===== src/rtl/ahbl_mem_scoreboard.sv =====
// AHB-Lite memory-contract monitor: shadows tracked bytes, checks reads against last write (AHBL_SCOREBOARD_PROTO_CHECK_EN adds a protocol checker).
// Latency: mismatch/proto_err registered, one cycle after the completing edge.
// Backpressure: passive observer; follows hready stalls, never drives the bus.
module ahbl_mem_scoreboard #(
  parameter int W_ADDR  = 32,
  parameter int W_DATA  = 32,
  parameter int N_TRACK = 4,
  parameter int W_CNT   = 16,
  localparam int W_IDX  = (N_TRACK > 1) ? $clog2(N_TRACK) : 1
) (
  input  logic                        clk,
  input  logic                        rst,
  input  logic                        clr,
  input  logic [N_TRACK*W_ADDR-1:0]   track_addr,
  input  logic                        hready,
  input  logic                        hresp,
  input  logic [1:0]                  htrans,
  input  logic                        hwrite,
  input  logic [W_ADDR-1:0]           haddr,
  input  logic [2:0]                  hsize,
  input  logic [W_DATA-1:0]           hwdata,
  input  logic [W_DATA-1:0]           hrdata,
  output logic [N_TRACK-1:0]          shadow_vld,
  output logic                        mismatch,
  output logic [W_IDX-1:0]            mismatch_idx,
  output logic [7:0]                  mismatch_exp,
  output logic [7:0]                  mismatch_got,
  output logic                        err_sticky,
  output logic [W_CNT-1:0]            check_cnt
`ifdef AHBL_SCOREBOARD_PROTO_CHECK_EN
  ,
  output logic                        proto_err
`endif
);

  localparam int NB    = W_DATA / 8;
  localparam int W_SUM = $clog2(N_TRACK + 1);
  localparam int W_EXT = W_CNT + W_SUM;

  logic                         dph_active;
  logic                         dph_write;
  logic [W_ADDR-1:0]            dph_addr;
  logic [2:0]                   dph_size;
  logic                         done;
  logic                         err_done;
  logic [N_TRACK-1:0]           ovl;
  logic [N_TRACK-1:0]           cmp;
  logic [N_TRACK-1:0]           fail;
  logic [N_TRACK-1:0][7:0]      wbyte;
  logic [N_TRACK-1:0][7:0]      rbyte;
  logic [N_TRACK-1:0][7:0]      shadow;
  logic [W_IDX-1:0]             fail_idx;
  logic [7:0]                   fail_exp;
  logic [7:0]                   fail_got;
  logic [W_SUM-1:0]             cmp_sum;
  logic [W_EXT-1:0]             cnt_ext;
  logic [W_CNT-1:0]             cnt_next;
  logic                         proto_hit;

  assign done     = dph_active && hready && !hresp;
  assign err_done = dph_active && hready && hresp;

  // Overlap is evaluated one bit wider than the address so the top block never wraps.
  for (genvar i = 0; i < N_TRACK; i++) begin : g_ch
    logic [W_ADDR-1:0] ta;
    logic [W_ADDR:0]   span;
    logic [W_ADDR:0]   lo;
    logic [W_ADDR-1:0] lane_sh;

    assign ta       = track_addr[i*W_ADDR +: W_ADDR];
    assign span     = (W_ADDR+1)'(1) << dph_size;
    assign lo       = {1'b0, dph_addr} & ~(span - (W_ADDR+1)'(1));
    assign ovl[i]   = ({1'b0, ta} >= lo) && ({1'b0, ta} < lo + span);
    assign lane_sh  = (ta & W_ADDR'(NB - 1)) << 3;
    assign wbyte[i] = 8'(hwdata >> lane_sh);
    assign rbyte[i] = 8'(hrdata >> lane_sh);
    assign cmp[i]   = done && !dph_write && ovl[i] && shadow_vld[i];
    assign fail[i]  = cmp[i] && (rbyte[i] != shadow[i]);
  end

  always_comb begin
    fail_idx = '0;
    fail_exp = '0;
    fail_got = '0;
    for (int i = N_TRACK - 1; i >= 0; i--) begin
      if (fail[i]) begin
        fail_idx = W_IDX'(i);
        fail_exp = shadow[i];
        fail_got = rbyte[i];
      end
    end
  end

  always_comb begin
    cmp_sum = '0;
    for (int i = 0; i < N_TRACK; i++) cmp_sum = cmp_sum + W_SUM'(cmp[i]);
    cnt_ext  = W_EXT'(check_cnt) + W_EXT'(cmp_sum);
    cnt_next = (cnt_ext > W_EXT'({W_CNT{1'b1}})) ? {W_CNT{1'b1}} : cnt_ext[W_CNT-1:0];
  end

  always_ff @(posedge clk) begin
    if (rst) begin
      dph_active   <= 1'b0;
      dph_write    <= 1'b0;
      dph_addr     <= '0;
      dph_size     <= '0;
      shadow       <= '0;
      shadow_vld   <= '0;
      mismatch     <= 1'b0;
      mismatch_idx <= '0;
      mismatch_exp <= '0;
      mismatch_got <= '0;
      err_sticky   <= 1'b0;
      check_cnt    <= '0;
    end else begin
      if (hready) begin
        dph_active <= htrans[1];
        dph_write  <= hwrite;
        dph_addr   <= haddr;
        dph_size   <= hsize;
      end
      for (int i = 0; i < N_TRACK; i++) begin
        if (clr) begin
          shadow_vld[i] <= 1'b0;
        end else if (done && dph_write && ovl[i]) begin
          shadow[i]     <= wbyte[i];
          shadow_vld[i] <= 1'b1;
        end else if (err_done && dph_write && ovl[i]) begin
          shadow_vld[i] <= 1'b0;
        end
      end
      mismatch <= |fail;
      if (|fail) begin
        mismatch_idx <= fail_idx;
        mismatch_exp <= fail_exp;
        mismatch_got <= fail_got;
      end
      err_sticky <= err_sticky | (|fail) | proto_hit;
      check_cnt  <= cnt_next;
    end
  end

`ifdef AHBL_SCOREBOARD_PROTO_CHECK_EN
  logic              prv_addr_stall;
  logic              prv_wstall;
  logic              prv_resp1;
  logic [1:0]        prv_htrans;
  logic              prv_hwrite;
  logic [W_ADDR-1:0] prv_haddr;
  logic [2:0]        prv_hsize;
  logic [W_DATA-1:0] prv_hwdata;
  logic [W_ADDR-1:0] size_mask;

  assign size_mask = (W_ADDR'(1) << hsize) - W_ADDR'(1);
  assign proto_hit =
      (prv_addr_stall && (htrans != prv_htrans || hwrite != prv_hwrite ||
                          haddr != prv_haddr || hsize != prv_hsize)) ||
      (prv_wstall && (hwdata != prv_hwdata)) ||
      (htrans[1] && ((haddr & size_mask) != '0)) ||
      (hresp && hready && !prv_resp1);

  always_ff @(posedge clk) begin
    if (rst) begin
      prv_addr_stall <= 1'b0;
      prv_wstall     <= 1'b0;
      prv_resp1      <= 1'b0;
      prv_htrans     <= '0;
      prv_hwrite     <= 1'b0;
      prv_haddr      <= '0;
      prv_hsize      <= '0;
      prv_hwdata     <= '0;
      proto_err      <= 1'b0;
    end else begin
      prv_addr_stall <= htrans[1] && !hready;
      prv_wstall     <= dph_active && dph_write && !hready;
      prv_resp1      <= hresp && !hready;
      prv_htrans     <= htrans;
      prv_hwrite     <= hwrite;
      prv_haddr      <= haddr;
      prv_hsize      <= hsize;
      prv_hwdata     <= hwdata;
      proto_err      <= proto_hit;
    end
  end
`else
  assign proto_hit = 1'b0;
`endif

endmodule


===== config.mk =====
export PLATFORM = sky130hd
export DESIGN_NAME = ahbl_mem_scoreboard
export DESIGN_NICKNAME = d
export VERILOG_FILES = /design/src/rtl/ahbl_mem_scoreboard.sv
export SDC_FILE = /design/constraint.sdc
export NUM_CORES = 1
export LEC_CHECK = 0
export ABC_AREA = 1
export CAP_MARGIN = 0
export CORE_MARGIN = 3
export CORE_UTILIZATION = 54
export DETAILED_ROUTE_END_ITERATION = 8
export MAX_ROUTING_LAYER = met4
export PLACE_DENSITY = 0.86
export SLEW_MARGIN = 10
export SYNTH_ARGS = -nofsm -noshare
export SYNTH_HDL_FRONTEND = slang
export SYNTH_SLANG_ARGS = --single-unit

===== constraint.sdc =====
create_clock -name clk -period 7.8 [get_ports clk]
set_input_delay 1.17 -clock clk [delete_from_list [all_inputs] [get_ports clk]]
set_output_delay 1.17 -clock clk [all_outputs]
set_load 0.02 [all_outputs]

==> flow_summary.toml, run 1 <==
[worst_setup_path]
crit_arrival_ns = 7.56
crit_fanout = 6
crit_required_ns = 8.11
critical-path-max-stage-delay_ns = 0.50
cp-end-kind = "register"
crit_path_top_delay_cell = "fa_1"
start_kind = "register"
path_class = "register to register"
cp_common_cell = "nand2_1"

[global_routing]
grt_pass1_vias = 15800
grt-ovfl-total = 0
grt_pass1_wl_microns = 83800
antenna_found_initial = 0
grt_max_degree = 84
grt_usage = 0.381

[clock_tree]
cts_hold_buffers = 0
clock-root-buffer = "clkbuf_16"
insertion_delay_ns = 0.36
htreeDepth = 3
numCtsBuffers = 9
clock_sinks = 109
clk_pin_slew_ns = 0.09
cts_tree = "built"
clockBufferDepth = 2

[sta]
tns_ns = 0
maxSlewViolCount = 0
finClkSkew_ns = 0.0161
finalHoldViolations = 0
fin_crit_sh = 0.930
maxSlewHeadroom = 0.239
worst_pin_slew_ns = 1.11
max_freq_mhz = 138
period_needed_ns = 7.25
setup_viol = 0

[floorplanning]
design.core.area_sq_mm = 0.0254
rows = 58
die_w_microns = 167
start_util = 0.554
die_h_microns = 167
die-area_sq_mm = 0.0280
io_pins = 275

[layout]
nets = 2909
nFillCells = 2225
seq_area_sq_mm = 0.00219
syn_to_final_growth_pct = 26.0
stdcell_count = 2753
num_antenna_cells = 0
multi_input_area_sq_mm = 0.0108
layout-drive-gt1-share = 0.0640

[route]
via_per_inst = 6.05
drtPass1Iterations = 6
ant_nets = 0
vias = 16700
wl_per_cell_microns = 19.8
dr.first_iter.drc_count = 1973
drc = 0
wl_microns = 54600

[yosys]
synth_area_leader_cell = "ha_1"
synth_ff_type = "dfxtp_1"
synth_cells = 2151
synth-edff-count = 0
synth_warnings = 0
syn-cell-area_sq_mm = 0.0141
synth_top_area_frac = 0.225
synth_async_sr_flop_share = 0
synth.distinct_cells = 62
synth.net_count = 2642
ys_seq_area_frac = 0.155
synth_top_cells_by_area = "ha_1 22%, dfxtp_1 16%, nand2_1 12%"
syn_avg_cell_area_sq_um = 6.54
ys_ff_latch = 109

[min_path]
hold_path.class = "register to register"

[place]
port_buffers = 273
dp_hpwl_microns = 43900
place_inst = 2730
place.gp.congestion = 1.01

[outcome]
outcome = "complete, no violations"

[run]
maxCapViolations = 0

[power]
peakVddDrop_v = 0.000129
p_per_area_mw_per_mm2 = 112
p_leak_uw = 0.00778
[routing by layer]
metal | wire, microns | GRT usage | vias up
li1 | - | - | 7971
met1 | 21700 | 0.469 | 7657
met2 | 25300 | 0.629 | 882
met3 | 4620 | 0.0415 | 155
met4 | 3020 | 0.180 | 0
met5 | 0 | - | -
[sequential cells by signal (all words and copies together) (netlist names)]
register and cells:
check_cnt 16, dph_active 1, dph_addr 32, dph_size 3
dph_write 1, err_sticky 1, mismatch 1, mismatch_exp 8
mismatch_got 8, mismatch_idx 2, shadow 32, shadow_vld 4
[what timing repair did]
action	CTS	global route
gates resized for setup	0	32
buffers inserted	0	7
setup endpoints to repair	0	16
[critical path: cells and delay by family, from the launching register on]
| family | cells | cell delay (ns) |
|---|---|---|
| AO/OA/AOI/OAI | 6 | 0.93 |
| XOR/XNOR | 1 | 0.15 |
| adder cells (fa/ha/maj) | 6 | 1.70 |
| buffers and inverters | 10 | 1.01 |
| flip-flops | 1 | 0.38 |
| AND/OR/NAND/NOR | 31 | 3.04 |
[stage by stage]
stage	hold WS, ns	utilization	setup WS, ns	area, sq um	power, uW
floorplan	0.434	-	0.909	14100	1090
global placement	0.441	0.679	0.332	17300	1430
detailed placement	0.443	0.679	0.0528	17300	1460
CTS	0.458	0.692	0.0307	17600	1950
global route	0.507	0.698	-0.0750	17700	2100
finish	0.461	0.698	0.545	17700	1980
[worst paths after layout]
| check | endpoint | slack [ns] | start | cells past startpoint |
|---|---|---|---|---|
| worst max register to register | check_cnt[9]$_SDFF_PP0_ | 0.55 | dph_size[2]$_SDFFE_PP0P_ | 54 |
| worst min-delay path | err_sticky$_SDFF_PP0_ | 0.46 | err_sticky$_SDFF_PP0_ | 2 |
| worst min register to register | err_sticky$_SDFF_PP0_ | 0.46 | err_sticky$_SDFF_PP0_ | 2 |
| worst max-delay path | check_cnt[9]$_SDFF_PP0_ | 0.55 | dph_size[2]$_SDFFE_PP0P_ | 54 |
[cells in the mapped netlist, types with 5 or more instances]
cell type  number
o21bai_1        5
nand3_1       135
o21a_1          6
or2_2           5
xor2_1         51
nand2_2         7
o211ai_1        5
nand2_1       439
a32o_1         15
a211oi_1       16
nor4_1         14
inv_1         194
xnor2_1        18
nand4_1        71
o21ai_0       175
nor2_1        217
buf_6           5
dfxtp_1       109
a21oi_1       198
nor3_1         33
ha_1          253
buf_2           8
nor2_2         12
o22ai_1        32
clkbuf_1       59
[kinds of logic (layout without fill, tap and decap cells)]
| logic type | Yosys count | in the layout | share of synthesized area |
|---|---|---|---|
| fa+ha+maj | 256 | 256 | 0.229 |
| compound gates | 474 | 474 | 0.188 |
| simple gates | 962 | 962 | 0.303 |
| buf+inv | 281 | 553 | 0.0819 |
| xor+xnor | 69 | 69 | 0.0429 |
| flops | 109 | 109 | 0.155 |
[layout make-up]
class	instances	share of cell area
clock inverters	7	0.00564
repair buffers	336	0.181
inverters	201	0.0430
multi-input cells	1761	0.611
well taps	330	0.0233
clock buffers	9	0.0127
flip-flops and latches	109	0.124
[where the power goes]
group          total [uW]  internal, uW  switching, uW
clock network         503           260            243
logic                 895           371            524
registers             580           570           10.5
[cells in the final DEF, fill, tap and decap left out, types with 63 or more instances in the layout]
cell type | synthesis | layout
nor2_1 | 217 | 213
nand4_1 | 71 | 71
a21oi_1 | 198 | 195
nand3_1 | 135 | 134
buf_4 | 4 | 63
nand2_1 | 439 | 435
o21ai_0 | 175 | 174
ha_1 | 253 | 251
inv_1 | 194 | 190
dfxtp_1 | 109 | 106
clkdlybuf4s50_1 | 0 | 273
No activity file was read; power rests on OpenSTA's default activity.
==> inputs of run 2 (changes only) <==
Settings changed: ABC_CLOCK_PERIOD_IN_PS set to 7800.
==> results of run 2 <==
The final DEF is identical to that of run 1; final timing and power are the same.
==> inputs of run 3 (changes only) <==
Settings changed: HOLD_SLACK_MARGIN set to 0.02.
==> results of run 3 <==
The final DEF is identical to that of run 1; final timing and power are the same.
